**src/rtl/mem_access_ctrl.sv**
```systemverilog
// Clocked initiator for the NAND-latch memory unit: zero-flushes every word after reset,
// then serves valid/ready accesses with setup, strobe and release phases on the mem_* bus.
module mem_access_ctrl #(
  parameter int ADDR_W      = 3,
  parameter int DATA_W      = 8,
  parameter int DEPTH       = 8,
  parameter int HOLD_CYCLES = 2
) (
  input  logic              clk,
  input  logic              rst,
  input  logic              req_valid,
  output logic              req_ready,
  input  logic              req_we,
  input  logic [ADDR_W-1:0] req_addr,
  input  logic [DATA_W-1:0] req_wdata,
  output logic              rsp_valid,
  output logic [DATA_W-1:0] rsp_data,
  output logic              init_done,
  output logic              mem_op,
  output logic              mem_select,
  output logic [ADDR_W-1:0] mem_address,
  output logic [DATA_W-1:0] mem_in_bus,
  input  logic [DATA_W-1:0] mem_out_bus
);

  localparam int CNT_W = $clog2(HOLD_CYCLES + 1);
  localparam logic [CNT_W-1:0]  CNT_LOAD = CNT_W'(HOLD_CYCLES - 1);
  localparam logic [ADDR_W-1:0] LAST_IDX = ADDR_W'(DEPTH - 1);

  typedef enum logic [2:0] {
    FLUSH_SETUP, FLUSH_STROBE, FLUSH_RELEASE, IDLE, SETUP, STROBE, RELEASE
  } state_t;

  state_t            state, state_next;
  logic [CNT_W-1:0]  cnt, cnt_next;
  logic [ADDR_W-1:0] flush_idx, idx_next;
  logic              accept;
  logic              op_next, select_next, rsp_valid_next, done_next;
  logic [ADDR_W-1:0] addr_next;
  logic [DATA_W-1:0] in_next, data_next;

  assign req_ready = (state == IDLE) && init_done;
  assign accept    = req_valid && req_ready;

  always_ff @(posedge clk) begin
    if (rst) begin
      state       <= FLUSH_SETUP;
      cnt         <= '0;
      flush_idx   <= '0;
      mem_op      <= 1'b0;
      mem_select  <= 1'b0;
      mem_address <= '0;
      mem_in_bus  <= '0;
      rsp_valid   <= 1'b0;
      rsp_data    <= '0;
      init_done   <= 1'b0;
    end else begin
      state       <= state_next;
      cnt         <= cnt_next;
      flush_idx   <= idx_next;
      mem_op      <= op_next;
      mem_select  <= select_next;
      mem_address <= addr_next;
      mem_in_bus  <= in_next;
      rsp_valid   <= rsp_valid_next;
      rsp_data    <= data_next;
      init_done   <= done_next;
    end
  end

  always_comb begin
    state_next = state;
    cnt_next   = cnt;
    idx_next   = flush_idx;
    case (state)
      FLUSH_SETUP: begin
        state_next = FLUSH_STROBE;
        cnt_next   = CNT_LOAD;
      end
      FLUSH_STROBE: begin
        if (cnt == '0) state_next = FLUSH_RELEASE;
        else           cnt_next   = cnt - 1'b1;
      end
      FLUSH_RELEASE: begin
        if (flush_idx == LAST_IDX) begin
          state_next = IDLE;
        end else begin
          state_next = FLUSH_SETUP;
          idx_next   = flush_idx + 1'b1;
        end
      end
      IDLE: begin
        if (accept) state_next = SETUP;
      end
      SETUP: begin
        state_next = STROBE;
        cnt_next   = CNT_LOAD;
      end
      STROBE: begin
        if (cnt == '0) state_next = RELEASE;
        else           cnt_next   = cnt - 1'b1;
      end
      RELEASE:  state_next = IDLE;
      default:  state_next = FLUSH_SETUP;
    endcase
  end

  // Outputs are registered, so they are decoded from the state being entered.
  // The first flush setup after reset still shows the reset value mem_op=0;
  // op is raised together with select so word 0 is written rather than read.
  always_comb begin
    op_next        = mem_op;
    addr_next      = mem_address;
    in_next        = mem_in_bus;
    data_next      = rsp_data;
    done_next      = init_done;
    select_next    = (state_next == FLUSH_STROBE) || (state_next == STROBE);
    rsp_valid_next = (state_next == RELEASE);
    if (state_next inside {FLUSH_SETUP, FLUSH_STROBE, FLUSH_RELEASE}) begin
      op_next   = 1'b1;
      addr_next = idx_next;
      in_next   = '0;
    end
    if (accept) begin
      op_next   = req_we;
      addr_next = req_addr;
      in_next   = req_we ? req_wdata : '0;
    end
    if (state == STROBE && state_next == RELEASE && !mem_op)
      data_next = mem_out_bus;
    if (state == FLUSH_RELEASE && state_next == IDLE)
      done_next = 1'b1;
  end

endmodule

```
**config.mk**
```make
export PLATFORM = sky130hd
export DESIGN_NAME = mem_access_ctrl
export DESIGN_NICKNAME = d
export VERILOG_FILES = /design/src/rtl/mem_access_ctrl.sv
export SDC_FILE = /design/constraint.sdc
export NUM_CORES = 1
export LEC_CHECK = 0
export CAP_MARGIN = 20
export CORE_ASPECT_RATIO = 2
export CORE_MARGIN = 3
export CORE_UTILIZATION = 40
export CTS_BUF_LIST = sky130_fd_sc_hd__clkbuf_2
export CTS_CLUSTER_SIZE = 28
export DETAILED_ROUTE_END_ITERATION = 10
export PLACE_DENSITY = 0.8
export SYNTH_ARGS = -nofsm -noshare
export SYNTH_HDL_FRONTEND = slang
export SYNTH_SLANG_ARGS = --single-unit
```
**constraint.sdc**
```tcl
create_clock -name clk -period 3.5 [get_ports clk]
set_input_delay 0.7 -clock clk [delete_from_list [all_inputs] [get_ports clk]]
set_output_delay 0.7 -clock clk [all_outputs]
set_load 0.02 [all_outputs]
```
======== Word level (Yosys, flattened, before mapping) ========
Cells that the tools add are included.
storage, ports and cells
  register bits ........................... 31
  input port bits ......................... 23
  output and inout port bits .............. 24
  word-level logic and storage cells ...... 57
operators by class
  add/subtract/negate cells ............... 2
  equality and inequality tests ........... 13
  multiplexer cells ....................... 16
  reductions and logical operators ........ 16
operator list
  kind                                               count
  2-to-1 mux 8 bit                                   3
  2-to-1 mux 3 bit                                   7
  case mux 3 bit (7 select lines)                    1
  == test 3 bit (second input constant)              6
  == test 3 x 2 -> 1 bit (second input constant)     4
  == test 3 x 1 -> 1 bit (second input constant)     2
  logical NOT 3 bit                                  2
  logical AND 1 bit                                  5
  2-to-1 mux 2 bit                                   2
  case mux 2 bit (2 select lines)                    1
  nonzero test 2 bit                                 2
  OR reduction 2 bit                                 2
  adder 3 x 1 -> 3 bit (second input constant)       1
  nonzero test 3 bit                                 1
  logical NOT 2 bit                                  1
  2-to-1 mux 1 bit                                   2
  != test 2 bit (second input constant)              1
  AND reduction 2 bit                                1
  subtractor 2 x 1 -> 2 bit (second input constant)  1
  logical NOT 1 bit                                  1
  logical OR 1 bit                                   1

======== Depth between registers and ports, before layout ========
Gate-level depths: netlist (run 1).
  depth after elaboration ................. 9
  mapped depth ............................ 6
  gate-level depth less buffers ........... 6

======== Least setup slack after synthesis (run 1) ========
No wires, ideal clock.
  kind .................................... input-to-reg
  from .................................... input port rst
  to ...................................... register mem_select
  setup time .............................. 0.115 ns
  arrival time ............................ 1.386 ns
  required time ........................... 3.385 ns
  path slack .............................. 1.999 ns
  cell stages on the path ................. 4
  buffers on the path ..................... 1
  cell sequence ........................... clkbuf_1 > inv_1 > o311a_1 > and2_1
RTL lines
  item                  RTL line  RTL
  start, declared       10        input logic rst,
  end signal, assigned  62        mem_select <= select_next;
  end, declared         20        output logic mem_select,

======== Final worst setup path (run 1) ========
  from .................................... register state[0]
  to ...................................... output port req_ready
between the ends
  word-level cells in the longest chain between the ends .. 2
ends and longest elaborated chain
  item                    RTL line  RTL
  start, declared         34        state_t state, state_next;
  start signal, assigned  58        state <= state_next;
  == test 3 x 2 -> 1 bit  42        assign req_ready = (state == IDLE) && init_done;
  logical AND 1 bit       42
  end, declared           12        output logic req_ready,
No other way between the ends.

==> results of run 1 <==
==> layer usage <==
layer	up-vias	GRT usage, %	wire length, µm
li1	562	-	-
met1	518	14.7	1040
met2	53	28.9	1520
met3	4	6.93	264
met4	0	6.22	38
met5	-	0	0
==> cell families after synthesis <==
kind of cell	share of synthesized area (%)
buf+inv	4.92
mux	7.09
fa+ha+maj	1.97
flops	48.8
xor+xnor	0.689
compound gates	14.0
simple gates	22.5
==> power by group <==
part | internal [mW] | total (mW) | switching (mW)
Clock | 0.0545 | 0.166 | 0.111
Combinational | 0.0542 | 0.0966 | 0.0425
Sequential | 0.365 | 0.380 | 0.0143
==> metrics by stage <==
step	instance area [µm²]	total power, mW	worst slack [ns]	hold slack [ns]	cells
final	1770	0.642	0.887	0.508	211
after global routing	1770	0.682	0.782	0.550	211
after CTS	1770	0.650	0.888	0.514	211
after detailed placement	1730	0.484	1.23	0.480	203
after global placement	1730	0.482	1.29	0.474	203
after floorplan	1270	0.443	2.00	0.456	134
==> worst max-delay path: cells and delay by family, from the launching register on <==
| family | cells | cell delay [ns] |
|---|---|---|
| flops | 1 | 0.60 |
| buf+inv | 1 | 0.61 |
| simple gates | 1 | 0.34 |
==> final cells by class <==
| class | count | share of cell area, % |
|---|---|---|
| Multi-Input combinational cell | 92 | 33.3 |
| Inverter | 3 | 0.638 |
| Clock buffer | 7 | 1.98 |
| Clock inverter | 1 | 0.283 |
| Timing Repair Buffer | 47 | 26.5 |
| Tap cell | 30 | 2.13 |
| Sequential cell | 31 | 35.2 |
==> placed cells by master (no fill, tap or decap), types with 2 or more instances in the layout <==
cell type and n:
o311a_1 2, nand2b_1 3, nand3_1 4, ha_1 2, nor3_1 2, nand2_1 7
mux2i_1 9, nor2_1 26, inv_1 3, a21oi_1 6, dfxtp_1 31, clkdlybuf4s50_1 46
a31oi_1 2, nand4b_1 2, nand3b_1 2, o221ai_1 2, nor2b_1 2, and2_1 2
clkbuf_2 7, a22oi_1 8
==> state kept, by name (all words and copies together), names as in the netlist <==
register / count
mem_select: 1
mem_op: 1
mem_address: 3
rsp_data: 8
init_done: 1
state: 3
cnt: 2
rsp_valid: 1
flush_idx: 3
mem_in_bus: 8
==> worst paths after layout <==
check / startpoint / to / slack, ns / depth (start not counted)
min: rsp_data[7] / rsp_data[7] / 0.51 / 2
max reg2reg: flush_idx[0] / mem_address[0] / 1.82 / 5
max: state[0] / req_ready / 0.89 / 2
min reg2reg: rsp_data[7] / rsp_data[7] / 0.51 / 2
==> qor.yml, run 1 <==
outcome: "finished clean"
crit_type: "register to primary output"
synth_area_um2: 1270
ys_warn_count: 0
overflow: 0
regArea_um2: 621
slew_viol_final: 0
ys_seq_area_share_pct: 48.8
drt_iter0_drc: 24
worstSetupEndpointType: "primary output"
critical_path.cell_chain: "and4b_2 > clkdlybuf4s50_1"
drive_gt1_share_pct: 7.18
cts_tree: "yes"
utilization_pct: 58.6
io_pins: 47
antennaDiodeCount: 0
avgSynthCellArea_um2: 9.49
multi_input_area_um2: 588
post_cts_buffers: 0
die_h_um: 85.7
area_delta_synth_final_pct: 38.9
worstPathMaxFanout: 13
drc: 0
p_per_area_nw_per_um2: 364
fin_crit_sh_pct: 74.7
cp.arrival_ns: 1.91
rsz0062_at_grt: "no"
max_cap_violations: 0
slowest_stage: "clkdlybuf4s50_1"
setup_viol: 0
synth_enable_flop_cells: 0
coreArea_um2: 3010
rows: 28
antenna_found_initial: 0
grt_max_degree: 16
fin_tns_setup_ns: 0
ys.flop_type: "dfxtp_1"
place_hpwl_mm: 2.28
fillers: 282
cts_sinks: 31
cts_resized: 0
yosys_register_bits: 31
min_path_type: "register to register"
critical-path-max-stage-delay_ns: 0.61
routed_wire_length_per_instance_um: 13.6
initial_core_util_pct: 42.2
synth.most_common_cell: "dfxtp_1"
grt_pass1_wl_mm: 4.68
clk_pin_slew_ns: 0.14
hold_violations: 0
synth_area_leaders: "dfxtp_1, nor2_1, mux2i_1"
fmax_mhz: 383
track_usage_pct: 16.1
ant_nets: 0
peakVddDrop_mv: 0.218
gp_congestion: 0.706
tightest_slew_ns: 0.526
cts.htree.levels: 2
port_buffers: 46
first_global_vias: 1155
synth.largest_area_cell: "dfxtp_1"
layout.nets: 205
die_w_um: 45.9
clock_latency_ns: 0.36
post-route-min-period_ns: 2.61
holdBufCountCts: 0
post_drt_via_cell_ratio: 5.39
slew-limit-headroom_pct: 64.8
routed_wirelength_mm: 2.86
synth_fp_nets: 159
cts_root_buf: "clkbuf_2"
syn_inst: 134
p_leak_nw: 0.666
synthDistinctLibCells: 33
dieArea_um2: 3930
num_vias: 1137
cp.required_ns: 2.80
fin_skew_ns: 0.0116
numCtsBuffers: 5
dr.pass1.iters: 4
synth_common_cells: "dfxtp_1, nor2_1, mux2i_1"
cts_buffer_depth: 2
async_reset_ff_share_pct: 0
yosys.area.top_type_share_pct: 48.8
cp-start-kind: "register"
No activity file was read; power rests on OpenSTA's default activity.
==> run 2: changes to the inputs <==
- clock period: 3.5 -> 2.5 ns (I/O delays scaled with it)
==> run 2 against run 1 <==
Net effect: first-iteration DRC count is 13% higher; utilization is 0.83 points higher; design area is 1.4% higher; sequential share of layout area is 0.42 points lower; cell count stayed put; die area stayed put; clock skew is 0.0044 ns higher; combinational power is 43% higher; power is 56% higher; wire length is 3.4% higher.
==> qor.yml, run 2 (same netlist as run 1, synthesis figures left out) <==
critical-path-max-stage-delay_ns: 0.61  # about the same
fillers: 290  # was 282
dr.pass1.iters: 4  # unchanged
post-route-min-period_ns: 2.33
worstPathMaxFanout: 13  # unchanged
critPathBufInv: 1  # unchanged
outcome: "finished clean"  # unchanged
fin_cells: 211  # unchanged
worstSetupEndpointType: "primary output"  # unchanged
fin_crit_sh_pct: 93.3
cts.htree.levels: 2  # unchanged
io_pins: 47  # unchanged
dpl-instance-area_um2: 1730  # unchanged
dp_cells: 203  # unchanged
grt_max_degree: 20  # was 16
hold_violations: 0  # unchanged
post_cts_buffers: 0  # unchanged
cts_root_buf: "clkbuf_2"  # unchanged
die_h_um: 85.7  # unchanged
dieArea_um2: 3930  # unchanged
cts_sinks: 31  # unchanged
numCtsBuffers: 5  # unchanged
clk_pin_slew_ns: 0.15  # was 0.14 ns
rsz0062_at_grt: "no"  # unchanged
crit_type: "register to primary output"  # unchanged
r2r_slack_ns: 0.82  # was 1.82 ns
utilization_pct: 59.4  # was 58.6%
drt_iter0_drc: 27  # was 24
final_cell_mix: "clkdlybuf4s50_1, dfxtp_1, nor2_1"  # unchanged
final_common_cell: "clkdlybuf4s50_1"  # unchanged
antenna_found_initial: 0  # unchanged
coreArea_um2: 3010  # unchanged
tightest_slew_ns: 0.457  # was 0.526 ns
area_delta_synth_final_pct: 40.8  # was 38.9%
clock_latency_ns: 0.36  # about the same
p_per_area_nw_per_um2: 559  # was 364 nW/µm²
routed_wirelength_mm: 2.96  # was 2.86 mm
overflow: 0  # unchanged
peakVddDrop_mv: 0.333  # was 0.218 mV
slew_viol_final: 0  # unchanged
setup_viol: 0  # unchanged
fin_area_um2: 1790  # was 1770 µm²
cp_top_family: "buffers and inverters"  # unchanged
routed_wire_length_per_instance_um: 14.0  # was 13.6 µm
place_hpwl_mm: 2.29  # was 2.28 mm
cp.required_ns: 2.00  # was 2.80 ns
critical_path.cell_chain: "and4b_2 > clkdlybuf4s50_1"  # unchanged
cp-start-kind: "register"  # unchanged
rows: 28  # unchanged
fin_skew_ns: 0.0161  # was 0.0116 ns
holdBufCountCts: 0  # unchanged
cts_buffer_depth: 2  # unchanged
initial_core_util_pct: 42.2  # unchanged
first_global_vias: 1124  # was 1,155
antennaDiodeCount: 0  # unchanged
p_leak_nw: 0.673  # was 0.666 nW
cp.arrival_ns: 1.83  # was 1.91 ns
slew-limit-headroom_pct: 69.5  # was 64.8%
track_usage_pct: 16.1  # about the same
fmax_mhz: 429
drc: 0  # unchanged
cts_tree: "yes"  # unchanged
layout.nets: 205  # unchanged
reg_top3: "mem_in_bus x8, rsp_data x8"  # unchanged
min_path_type: "register to register"  # unchanged
drive_gt1_share_pct: 7.18  # unchanged
die_w_um: 45.9  # unchanged
port_buffers: 46  # unchanged
cts_resized: 0  # unchanged
grt_pass1_wl_mm: 4.72  # was 4.68 mm
ant_nets: 0  # unchanged
num_vias: 1123  # was 1,137
gp_congestion: 0.754  # was 0.706
max_cap_violations: 0  # unchanged
post_drt_via_cell_ratio: 5.32  # was 5.39
fin_tns_setup_ns: 0  # unchanged
slowest_stage: "clkdlybuf4s50_1"  # unchanged
[run 2: final cells by class]
type,count,area (µm²),area share (%)
Inverter,3,11.3,0.629
Clock inverter,3,38.8,2.17
Tap cell,30,37.5,2.10
Sequential cell,31,622,34.7
Timing Repair Buffer,47,468,26.1
Clock buffer,5,25.0,1.40
Multi-Input combinational cell,92,588,32.8
[run 2: power breakdown]
group | switching, mW | internal (mW)
clock | 0.166 | 0.165
sequential | 0.0198 | 0.512
combinational | 0.0617 | 0.0760
total | 0.247 | 0.753
[run 2: final timing paths]
check	startpoint	endpoint	cells after the start
worst min register to register	rsp_data[2]	rsp_data[2]	2
worst max register to register	flush_idx[0]	mem_address[1]	5
worst min-delay path	rsp_data[2]	rsp_data[2]	2
worst max-delay path	state[1]	req_ready	2
[run 2: routing by layer]
metal	share of wire (%)	vias up	global-route usage, %
met5	0	-	0
met2	53	47	30.5
met1	37	510	14.8
met4	1.0	0	3.89
met3	8.4	3	6.30
li1	-	563	-
[run 2: worst reg2reg max path, stage by stage, from the launching register on]
cell and delay, ns:
dfxtp_1 0.35, ha_1 0.26, a211o_1 0.27, and4_1 0.29, nand3b_1 0.26, o221ai_1 0.20
[run 2: metrics by stage]
| stage | setup slack [ns] | total power, mW | hold WS (ns) |
|---|---|---|---|
| floorplan | 1.05 | 0.621 | 0.456 |
| global placement | 0.500 | 0.673 | 0.469 |
| detailed placement | 0.454 | 0.681 | 0.485 |
| CTS | 0.108 | 1.01 | 0.519 |
| global route | 0.0421 | 1.04 | 0.534 |
| finish | 0.168 | 1.00 | 0.512 |
